File: config.mk
export PLATFORM = sky130hd
export DESIGN_NAME = sync_fifo_flags
export DESIGN_NICKNAME = d
export VERILOG_FILES = /design/src/rtl/fifo_pkg.sv /design/src/rtl/fifo_mem.sv /design/src/rtl/sync_fifo_flags.sv
export SDC_FILE = /design/constraint.sdc
export NUM_CORES = 1
export LEC_CHECK = 0
export ABC_AREA = 1
export BUFFER_PORTS_ARGS = -buffer_cell sky130_fd_sc_hd__buf_2
export CORE_MARGIN = 1.5
export CORE_UTILIZATION = 53
export CTS_CLUSTER_SIZE = 24
export DETAILED_ROUTE_END_ITERATION = 10
export PLACE_DENSITY_LB_ADDON = 0.15
export SLEW_MARGIN = 0
export SYNTH_ARGS = -nofsm -noshare
export SYNTH_HDL_FRONTEND = slang
export SYNTH_HIERARCHICAL = 1
export SYNTH_SLANG_ARGS = --single-unit
File: constraint.sdc
create_clock -name clk -period 3.5 [get_ports clk]
set_clock_uncertainty 0.15 [all_clocks]
set_input_delay 0 -clock clk [delete_from_list [all_inputs] [get_ports clk]]
set_output_delay 0 -clock clk [all_outputs]
set_load 0.005 [all_outputs]
File: src/rtl/fifo_pkg.sv
// Shared types and helpers for the single-clock flag FIFO.
// Pointer compare helper and threshold range limits.
package fifo_pkg;

  localparam int unsigned PTR_MAX_W = 32;
  localparam int unsigned AFULL_MIN = 1;
  localparam int unsigned AEMPTY_MIN = 0;

  // Full when the address bits match and the wrap bits differ.
  function automatic logic ptrs_full(
    input logic [PTR_MAX_W-1:0] wp,
    input logic [PTR_MAX_W-1:0] rp,
    input logic [4:0]           asize
  );
    logic [PTR_MAX_W-1:0] diff;
    logic [PTR_MAX_W-1:0] amask;
    diff  = wp ^ rp;
    amask = (PTR_MAX_W'(1) << asize) - PTR_MAX_W'(1);
    return diff[asize] && ((diff & amask) == '0);
  endfunction

  function automatic logic ptrs_empty(
    input logic [PTR_MAX_W-1:0] wp,
    input logic [PTR_MAX_W-1:0] rp
  );
    return wp == rp;
  endfunction

endpackage

File: src/rtl/fifo_mem.sv
// Storage array: synchronous write, registered read with enable.
// Ports: clk, rst (clears rdata only), we/waddr/wdata, re/raddr/rdata.
module fifo_mem #(
  parameter int DW = 8,
  parameter int AW = 4
) (
  input  logic          clk,
  input  logic          rst,
  input  logic          we,
  input  logic [AW-1:0] waddr,
  input  logic [DW-1:0] wdata,
  input  logic          re,
  input  logic [AW-1:0] raddr,
  output logic [DW-1:0] rdata
);

  logic [DW-1:0] mem_q [2**AW];
  logic [DW-1:0] rdata_d;
  logic [DW-1:0] rdata_q;

  always_ff @(posedge clk) begin
    if (we) mem_q[waddr] <= wdata;
  end

  always_comb begin
    rdata_d = rdata_q;
    if (re) rdata_d = mem_q[raddr];
  end

  always_ff @(posedge clk) begin
    if (rst) rdata_q <= '0;
    else     rdata_q <= rdata_d;
  end

  assign rdata = rdata_q;

endmodule

File: src/rtl/sync_fifo_flags.sv
// Single-clock FIFO with almost flags, sticky errors and occupancy.
// Ports: winc/wdata/wfull, rinc/rdata/rempty, status and clr_err.
module sync_fifo_flags
  import fifo_pkg::*;
#(
  parameter int DSIZE      = 8,
  parameter int ASIZE      = 4,
  parameter int AFULL_THR  = 2**ASIZE-2,
  parameter int AEMPTY_THR = 2
) (
  input  logic             clk,
  input  logic             rst,
  input  logic             winc,
  input  logic [DSIZE-1:0] wdata,
  output logic             wfull,
  input  logic             rinc,
  output logic [DSIZE-1:0] rdata,
  output logic             rempty,
  output logic             almost_full,
  output logic             almost_empty,
  output logic [ASIZE:0]   count,
  output logic             overflow,
  output logic             underflow,
  input  logic             clr_err
);

  localparam int DEPTH = 2**ASIZE;

  if (AFULL_THR < int'(AFULL_MIN) || AFULL_THR > DEPTH) begin : g_afull_bad
    $error("sync_fifo_flags: AFULL_THR out of range");
  end
  if (AEMPTY_THR < int'(AEMPTY_MIN) || AEMPTY_THR > DEPTH-1) begin : g_aempty_bad
    $error("sync_fifo_flags: AEMPTY_THR out of range");
  end

  localparam logic [ASIZE:0] AF_T = (ASIZE+1)'(AFULL_THR);
  localparam logic [ASIZE:0] AE_T = (ASIZE+1)'(AEMPTY_THR);

  typedef logic [ASIZE:0] ptr_t;

  ptr_t           wptr_q, wptr_d;
  ptr_t           rptr_q, rptr_d;
  logic [ASIZE:0] count_q, count_d;
  logic           wfull_q, wfull_d;
  logic           rempty_q, rempty_d;
  logic           af_q, af_d;
  logic           ae_q, ae_d;
  logic           ovf_q, ovf_d;
  logic           udf_q, udf_d;
  logic           wr_en, rd_en;

  // At full a same-cycle read frees the slot being written.
  assign wr_en = winc && (!wfull_q || rinc);
  assign rd_en = rinc && !rempty_q;

  always_comb begin
    wptr_d  = wptr_q;
    rptr_d  = rptr_q;
    count_d = count_q;
    if (wr_en) wptr_d = wptr_q + 1'b1;
    if (rd_en) rptr_d = rptr_q + 1'b1;
    unique case ({wr_en, rd_en})
      2'b10:   count_d = count_q + 1'b1;
      2'b01:   count_d = count_q - 1'b1;
      default: count_d = count_q;
    endcase
    wfull_d  = ptrs_full(PTR_MAX_W'(wptr_d), PTR_MAX_W'(rptr_d),
                         5'(ASIZE));
    rempty_d = ptrs_empty(PTR_MAX_W'(wptr_d), PTR_MAX_W'(rptr_d));
    af_d     = count_d >= AF_T;
    ae_d     = count_d <= AE_T;
    // Set beats clear when both land on the same edge.
    ovf_d = (winc && wfull_q && !rinc) || (ovf_q && !clr_err);
    udf_d = (rinc && rempty_q) || (udf_q && !clr_err);
  end

  always_ff @(posedge clk) begin
    if (rst) begin
      wptr_q   <= '0;
      rptr_q   <= '0;
      count_q  <= '0;
      wfull_q  <= 1'b0;
      rempty_q <= 1'b1;
      af_q     <= 1'b0;
      ae_q     <= 1'b1;
      ovf_q    <= 1'b0;
      udf_q    <= 1'b0;
    end else begin
      wptr_q   <= wptr_d;
      rptr_q   <= rptr_d;
      count_q  <= count_d;
      wfull_q  <= wfull_d;
      rempty_q <= rempty_d;
      af_q     <= af_d;
      ae_q     <= ae_d;
      ovf_q    <= ovf_d;
      udf_q    <= udf_d;
    end
  end

  fifo_mem #(
    .DW(DSIZE),
    .AW(ASIZE)
  ) u_mem (
    .clk  (clk),
    .rst  (rst),
    .we   (wr_en && !rst),
    .waddr(wptr_q[ASIZE-1:0]),
    .wdata(wdata),
    .re   (rd_en && !rst),
    .raddr(rptr_q[ASIZE-1:0]),
    .rdata(rdata)
  );

  assign wfull        = wfull_q;
  assign rempty       = rempty_q;
  assign almost_full  = af_q;
  assign almost_empty = ae_q;
  assign count        = count_q;
  assign overflow     = ovf_q;
  assign underflow    = udf_q;

endmodule

# Word-level counts from Yosys, hierarchy flattened
# Memories as Yosys holds them, arrays and structs flattened. A register that Yosys moved wholly into a read port is not among the register bits.
# Index checks and enable logic that the tools add are counted.
totals:
  mem_bits_ro: 0
  output_inout_bits: 19
  latchBits: 0
  word_cells: 44
  regBits: 21
  mem_count: 1
  ram_bits: 128
classes:
  addsub: 4
  n_mul: 0
  n_bitwise: 1
  n_div: 0
  eq_ne: 3
  n_reduce_logical: 19
  shift: 0
  order_cmp: 2
  mux: 5
mem_list:
  columns: ["name", "words", "width", "rd", "rd_clocked_by_memory_dff", "write_ports", "line_no", "source"]
  rows:
  - ["u_mem.mem_q", 16, 8, 1, 1, 1, "fifo_mem.sv:17", "logic [DW-1:0] mem_q [2**AW];"]
op_table:
  columns: ["operator", "n"]
  rows:
  - ["logical NOT 32 bit", 1]
  - ["adder 5 x 1 -> 5 bit (second input constant)", 3]
  - ["logical AND 1 bit", 10]
  - ["two-way mux 5 bit", 2]
  - ["one-hot mux 5 bit (2 select lines)", 1]
  - ["== test 5 bit", 1]
  - ["greater-or-equal comparator 5 x 4 -> 1 bit (second input constant)", 1]
  - ["less-or-equal comparator 5 x 2 -> 1 bit (second input constant)", 1]
  - ["logical NOT 1 bit", 5]
  - ["subtractor 5 x 1 -> 5 bit (second input constant)", 1]
  - ["XOR 5 bit", 1]
  - ["logical OR 1 bit", 3]
  - ["== test 2 x 1 -> 1 bit (second input constant)", 1]
  - ["== test 2 bit (second input constant)", 1]
  - ["two-way mux 1 bit", 2]

# Longest topological paths before layout
# Gate-level depths: netlist (run 1).
depth:
  ltp_word: 7
  ltp_mapped: 17
  depth_no_buf: 17

# Hierarchy
# Netlist (run 1), hierarchy kept.
by_module_without_submodules:
  columns: ["mod", "cells_each", "n_inst", "area_per_inst_um2", "seq_area_each_um2"]
  rows:
  - ["fifo_mem", 490, 1, 5577.8, 4003.8]
  - ["sync_fifo_flags", 198, 1, 1233.7, 420.4]

# Worst setup path before layout (run 1)
# No wires, ideal clock.
synth_path:
  path_type: "register -> register"
  startpoint: "register wfull_q, in the netlist wfull"
  endpoint: "register ae_q, in the netlist almost_empty"
  arrival_ns: 1.798
  setup_slack_ns: 1.437
  path_stages_with_launch: 16
  setup_time_ns: 0.115
  n_path_buf: 0
  synth_period_minus_slack_ns: 2.063
  required_time_ns: 3.235
  cell_sequence: "dfxtp_1 > nand2_1 > nand2_1 > ha_1 > nor2_1 > nor2_1 > ha_1 > inv_1 > nand2_1 > nand3_1 > nand2_1 > nand3_1 > nand2_1 > inv_1 > nor2_1 > nor2_1"
synth_between:
  elab_chain_len: 6
synth_rtl:
  columns: ["item", "line_no", "source"]
  rows:
  - ["start, declared", "sync_fifo_flags.sv:44", "logic wfull_q, wfull_d;"]
  - ["start signal, assigned", "sync_fifo_flags.sv:92", "wfull_q <= wfull_d;"]
  - ["logical NOT 1 bit *", "sync_fifo_flags.sv:53", "assign wr_en = winc && (!wfull_q || rinc);"]
  - ["logical OR 1 bit *", "sync_fifo_flags.sv:53", null]
  - ["logical AND 1 bit *", "sync_fifo_flags.sv:53", null]
  - ["== test 2 x 1 -> 1 bit or == test 2 bit (tied branches)", "sync_fifo_flags.sv:62", "unique case ({wr_en, rd_en})"]
  - ["one-hot mux 5 bit (2 select lines) *", "sync_fifo_flags.sv:62", null]
  - ["less-or-equal comparator 5 x 2 -> 1 bit *", "sync_fifo_flags.sv:71", "ae_d = count_d <= AE_T;"]
  - ["end signal, assigned", "sync_fifo_flags.sv:85", "ae_q <= 1'b1;"]
  - ["end signal, assigned", "sync_fifo_flags.sv:95", "ae_q <= ae_d;"]
  - ["end, declared", "sync_fifo_flags.sv:47", "logic ae_q, ae_d;"]
# Mark *: on every way between the ends. The rest lies on a longest branch, timed or not.
# A chain may end at the register's enable or synchronous reset.

# Worst setup path in the final report (run 1)
layout_path:
  startpoint: "register wfull_q, in the netlist wfull"
  endpoint: "memory u_mem.mem_q[14][5], enable pin"
layout_between:
  elab_chain_len: 6
layout_rtl:
  columns: ["item", "line_no", "source"]
  rows:
  - ["logical NOT 1 bit", "sync_fifo_flags.sv:53", null]
  - ["logical OR 1 bit", "sync_fifo_flags.sv:53", null]
  - ["logical AND 1 bit", "sync_fifo_flags.sv:53", null]
  - ["logical AND 1 bit", "sync_fifo_flags.sv:107", ".we (wr_en && !rst),"]
  - ["two-way mux 1 bit", "fifo_mem.sv:22", "if (we) mem_q[waddr] <= wdata;"]
  - ["two-way mux 1 bit (implied by the code)", "fifo_mem.sv:22", null]
  - ["end, declared", "fifo_mem.sv:17", null]
# Every way passes these cells.

==> metrics.cfg, run 1 <==
[floorplanning]
pin_count = 32
initial_utilization_pct = 54.2
die_width_um = 116
dieHeight_um = 116
core_mm2 = 0.0126
die-area_mm2 = 0.0135
core.rowCount = 41

[critical_path]
crit_type = flip-flop to flip-flop
r2r-start = wfull
reg2reg_to = u_mem/mem_q[14][5]
reg2reg_slack_ns = 1.10
end_kind = flip-flop
rr_worst_depth = 5
required_ns = 3.41
max_stage_delay_ns = 0.67
crit_buf_inv = 0
crit_slowest_cell = nor2_1
startpoint_type = flip-flop
crit_chain = nand2_1, nand2_1, nor2_1, nand3_1, nor2_1
cp.arrival_ns = 2.31
cp_top_family = simple AND/OR/NAND/NOR gates
cp_max_fo = 8

[clocking]
post-cts-setup-buffer-count = 0
clkSinkCount = 157
clk_path_buf_depth = 2
path_clk_slew_ns = 0.06
clockRootBuffer = clkbuf_16
cts_buffers = 17
cts_tree = yes
clkLatencyLatePin_ns = 0.43
htree_levels = 4

[synth]
synth-async-reset-ratio_pct = 0
synth_area_leader_cell = edfxtp_1
synth_area_leaders = edfxtp_1, nand2_1, nand3_1
synth_nets = 706
synth_area_mm2 = 0.00681
synth_top_area_share_pct = 56.4
syn_avg_cell_area_um2 = 9.90
yosysWarnings = 6
synthCells = 688
seq_area_frac_synth_pct = 65.0
ys_ff_latch = 157
synth_cell_types = 25
synth_edf_count = 128
synth_ff_type = edfxtp_1

[sta]
finalMaxSlewViolations = 0
setup_tns_ns = 0
fin_crit_ns = 2.40
max_freq_mhz = 416
relSlewSlack_pct = 18.1
setup_viol = 0
setup_slack_ns = 1.10
timing.hold.ws_ns = 0.398
rsz0062_at_grt = no
hold_viol = 0
worst_slew_pin_slew_ns = 1.22
finalCritPeriodShare_pct = 68.6

[worst_hold_path]
worstHoldPathCells = 2
hold_end = u_mem/mem_q[13][6]
hp-class = input pin to flip-flop
hold_start = wdata[6]

[final_layout]
layoutNonFillerInstCount = 913
final_core_util_pct = 61.2
final_nets = 746
drive_above_1_share_pct = 9.85
n_antenna_cell = 0
syn_to_final_growth_pct = 13.0

[global_route]
grt_max_degree = 68
antenna_found_initial = 0
grt_usage_pct = 25.0
grt_pass1_vias = 4652
grt_overflow = 0
grt_pass1_wl_um = 24300

[routing]
drt_iter0_drc = 421
drtPass1Iterations = 5
routed-via-count = 4915
antenna_left = 0
postRouteWirelength_um = 15700
vias_per_cell = 5.38
drc = 0
wl_per_cell_um = 17.2

[power]
powerDensity_mw_per_mm2 = 540
p_leak_uw = 0.00309
vdd_ir_drop_max_uv = 326

[placed_design]
dp_hpwl_um = 9840
post-place-ws_ns = 1.15
place_inst = 867
place.port_buffers = 31
gp_congestion = 0.853

[run]
drv_cap = 0

[status]
status = finished clean

## cell usage after synthesis (4+ instances only)
| master | n |
|---|---|
| inv_2 | 4 |
| a21oi_1 | 4 |
| nor2_1 | 56 |
| nand4_1 | 4 |
| edfxtp_1 | 128 |
| nand2_1 | 244 |
| buf_4 | 5 |
| ha_1 | 5 |
| buf_6 | 10 |
| o21ai_0 | 6 |
| xor2_1 | 4 |
| dfxtp_1 | 29 |
| inv_1 | 40 |
| buf_2 | 10 |
| nand3_1 | 126 |
## cell usage in the layout (no fill, tap or decap), drive strengths merged
| cell | Yosys | layout |
|---|---|---|
| bufinv | 0 | 1 |
| clkbuf | 3 | 17 |
| a21oi | 4 | 4 |
| a21boi | 1 | 1 |
| o21ai | 7 | 7 |
| mux2i | 1 | 1 |
| clkinvlp | 0 | 2 |
| clkinv | 0 | 9 |
| buf | 26 | 36 |
| ha | 5 | 5 |
| inv | 44 | 47 |
| nand2 | 244 | 244 |
| edfxtp | 128 | 128 |
| xor2 | 4 | 4 |
| nor2 | 58 | 58 |
| dfxtp | 29 | 29 |
| dlygate4sd3 | 0 | 14 |
| nand3 | 126 | 126 |
| nor3 | 1 | 1 |
| or2 | 1 | 1 |
| nand4 | 4 | 4 |
| nand3b | 2 | 2 |
## per-layer routing
metal | part of all wire (%) | global-route usage [%]
met1 | 43 | 33.8
met2 | 48 | 39.5
met3 | 6.2 | 4.88
met4 | 2.1 | 11.2
met5 | 0 | 0
## worst max path at each step
stage	start	end	slack, ns	cells past startpoint
global placement	wfull	u_mem/mem_q[12][5]	1.19	5
global route	wfull	almost_empty	0.91	16
detailed placement	wfull	u_mem/mem_q[14][5]	1.15	5
floorplan	wfull	almost_empty	1.44	15
CTS	wfull	u_mem/mem_q[15][7]	1.14	5
finish	wfull	u_mem/mem_q[14][5]	1.10	5
## layout make-up
type	count	area, um^2
multi-input combinational	458	2010
clock buffer	17	425
sequential	157	4430
timing repair buffer	50	333
inverter	44	165
fill	1063	4870
clock inverter	15	123
tap	172	215
## timing repair
| action | in CTS | in global routing |
|---|---|---|
| gates resized for setup | 0 | 0 |
| hold buffers | 14 | 0 |
| endpoints found under the hold margin | 151 | 0 |
## registers in the layout (all words and copies together), names as in the netlist
signal / flops
almost_empty: 1
underflow: 1
wfull: 1
overflow: 1
rempty: 1
count: 5
wptr_q: 5
rptr_q: 5
u_mem/mem_q: 128
almost_full: 1
u_mem/rdata: 8
## per-stage QoR
stage / cell area, um^2 / total power, uW
3_5_place_dp: 7010 / 2480
2_1_floorplan: 6810 / 2370
5_1_grt: 7690 / 4300
3_3_place_gp: 7010 / 2470
4_1_cts: 7690 / 4170
6_report: 7690 / 4160
## cells by family after synthesis
group	Yosys count	share of synthesized area (%)
buffers and inverters	73	5.58
and+or+nand+nor	436	26.8
AOI/OAI and AO/OA	12	1.08
DFF	157	65.0
adders and majority gates	5	0.918
muxes	1	0.147
xor gates and xnor gates	4	0.514
## power by group
part / total, uW / internal, uW / switching, uW
Clock: 1700 / 972 / 729
Combinational: 364 / 116 / 248
Sequential: 2090 / 2060 / 31.8
Total: 4160 / 3150 / 1010
Power figures use the tool's default switching activity.
==> run 2: changes to the inputs <==
==> constraint.sdc (replaced) <==
create_clock -name clk -period 2.2 [get_ports clk]
set_clock_uncertainty 0.15 [all_clocks]
set_input_delay 0 -clock clk [delete_from_list [all_inputs] [get_ports clk]]
set_output_delay 0 -clock clk [all_outputs]
set_load 0.005 [all_outputs]
==> run 2 against run 1 <==
Die area did not move. Final area is 2.9% higher. First-iteration DRC count increased by 17%. Register-to-register slack worse by 0.89 ns. Sequential share of layout area down 1.6 points. Non-clock buffer count rose by 28. Combinational power rose by 63%. Core utilization increased by 1.8 points. Worst hold slack got worse by 0.031 ns. Critical endpoint is now almost_empty. Highest routed layer unchanged.
==> metrics.cfg, run 2 (synthesis results as in run 1) <==
[clocking]
cts_buffers = 17
clk_path_buf_depth = 2
clkLatencyLatePin_ns = 0.43
clkSinkCount = 157
htree_levels = 4
cts_tree = yes
clockRootBuffer = clkbuf_16
path_clk_slew_ns = 0.06

[critical_path]
rr_worst_depth = 14
r2r-start = wfull
crit_slowest_cell = dfxtp_4
cp_top_family = simple AND/OR/NAND/NOR gates
cp.arrival_ns = 2.16
max_stage_delay_ns = 0.36
required_ns = 2.37
crit_type = flip-flop to flip-flop
path_common_cell = nand2_1
startpoint = wfull
path_depth = 14
startpoint_type = flip-flop
end_kind = flip-flop
cp_max_fo = 4
reg2reg_to = almost_empty
critical_path.endpoint = almost_empty
crit_chain = nand2_1, nand2_1, ha_2, nand2_1, inv_1, nor2_2, ha_1, inv_1, nand2_2, nand4_1, nand4_1, nand2_1, nor2_2, nor2_1
reg2reg_slack_ns = 0.21
crit_buf_inv = 2

[placed_design]
gp_congestion = 0.801
place.port_buffers = 31
dp_hpwl_um = 9850

[routing]
wl_per_cell_um = 16.2
drc = 0
routed-via-count = 4957
postRouteWirelength_um = 15200
drt_iter0_drc = 494
drtPass1Iterations = 5
vias_per_cell = 5.27
antenna_left = 0

[sta]
hold_viol = 0
rsz0062_at_grt = no
relSlewSlack_pct = 57.8
max_freq_mhz = 502
finalCritPeriodShare_pct = 90.6
fin_crit_ns = 1.99
setup_viol = 0
worst_slew_pin_slew_ns = 0.632
setup_tns_ns = 0
finalMaxSlewViolations = 0

[power]
p_leak_uw = 0.00322
powerDensity_mw_per_mm2 = 836
power.total_uw = 6620
vdd_ir_drop_max_uv = 444

[status]
status = finished clean

[final_layout]
n_antenna_cell = 0
regMostFlops = u_mem/mem_q
final_cell_mix = nand2_1, edfxtp_1, nand3_1
final_common_cell = nand2_1
largest_reg_flops = 128
syn_to_final_growth_pct = 16.3
drive_above_1_share_pct = 13.7
final_nets = 774

[worst_hold_path]
hp-class = input pin to flip-flop

[global_route]
antenna_found_initial = 0
grt_max_degree = 51
grt_overflow = 0
grt_pass1_vias = 4561
grt_pass1_wl_um = 24000
grt_usage_pct = 24.3

[floorplanning]
die_width_um = 116
initial_utilization_pct = 54.2
pin_count = 32
core.rowCount = 41
core_mm2 = 0.0126
die-area_mm2 = 0.0135
dieHeight_um = 116

[run]
drv_cap = 0

## run 2: layer usage
| layer | global-route usage (%) | vias up | wire length [um] |
|---|---|---|---|
| met5 | 0 | - | 0 |
| met2 | 38.0 | 128 | 7230 |
| li1 | - | 2437 | - |
| met4 | 9.35 | 0 | 223 |
| met3 | 4.31 | 20 | 753 |
| met1 | 34.4 | 2372 | 7000 |
## run 2: how the worst min path moves through the flow
stage | start | to | depth (start not counted)
floorplan | wdata[0] | u_mem/mem_q[0][0] | 0
global placement | clr_err | underflow | 4
detailed placement | clr_err | overflow | 4
CTS | wdata[3] | u_mem/mem_q[9][3] | 2
global route | wdata[3] | u_mem/mem_q[11][3] | 2
finish | wdata[3] | u_mem/mem_q[9][3] | 2
## run 2: timing repair
| item | 4_1_cts | 5_1_grt |
|---|---|---|
| hold endpoints to repair | 143 | 0 |
| resized for setup | 0 | 8 |
| endpoints found under the setup margin | 0 | 4 |
| hold buffers | 15 | 0 |
| buffers inserted | 0 | 1 |
## run 2: cell type report
cell class                 count  area [um^2]
fill                        1020         4650
sequential                   157         4430
multi-input combinational    458         2020
timing repair buffer          78          546
clock buffer                  17          425
tap                          172          215
inverter                      44          168
clock inverter                15          120
## run 2: per-stage QoR
step / hold slack, ns / instance area [um^2] / setup WS, ns / std cells / utilization (%)
5_1_grt: 0.389 / 7920 / 0.0267 / 941 / 63.0
4_1_cts: 0.355 / 7900 / 0.0523 / 940 / 62.8
3_3_place_gp: 0.113 / 7200 / 0.193 / 893 / 57.3
2_1_floorplan: -0.0511 / 6810 / 0.137 / 688 / -
3_5_place_dp: 0.142 / 7200 / 0.120 / 893 / 57.3
6_report: 0.367 / 7920 / 0.208 / 941 / 63.0
## run 2: report_power, final
part | internal, uW | leakage, uW | switching, uW
Clock | 1540 | 0.000256 | 1160
Sequential | 3270 | 0.00139 | 47.7
Combinational | 205 | 0.00158 | 386
Total | 5020 | 0.00322 | 1600
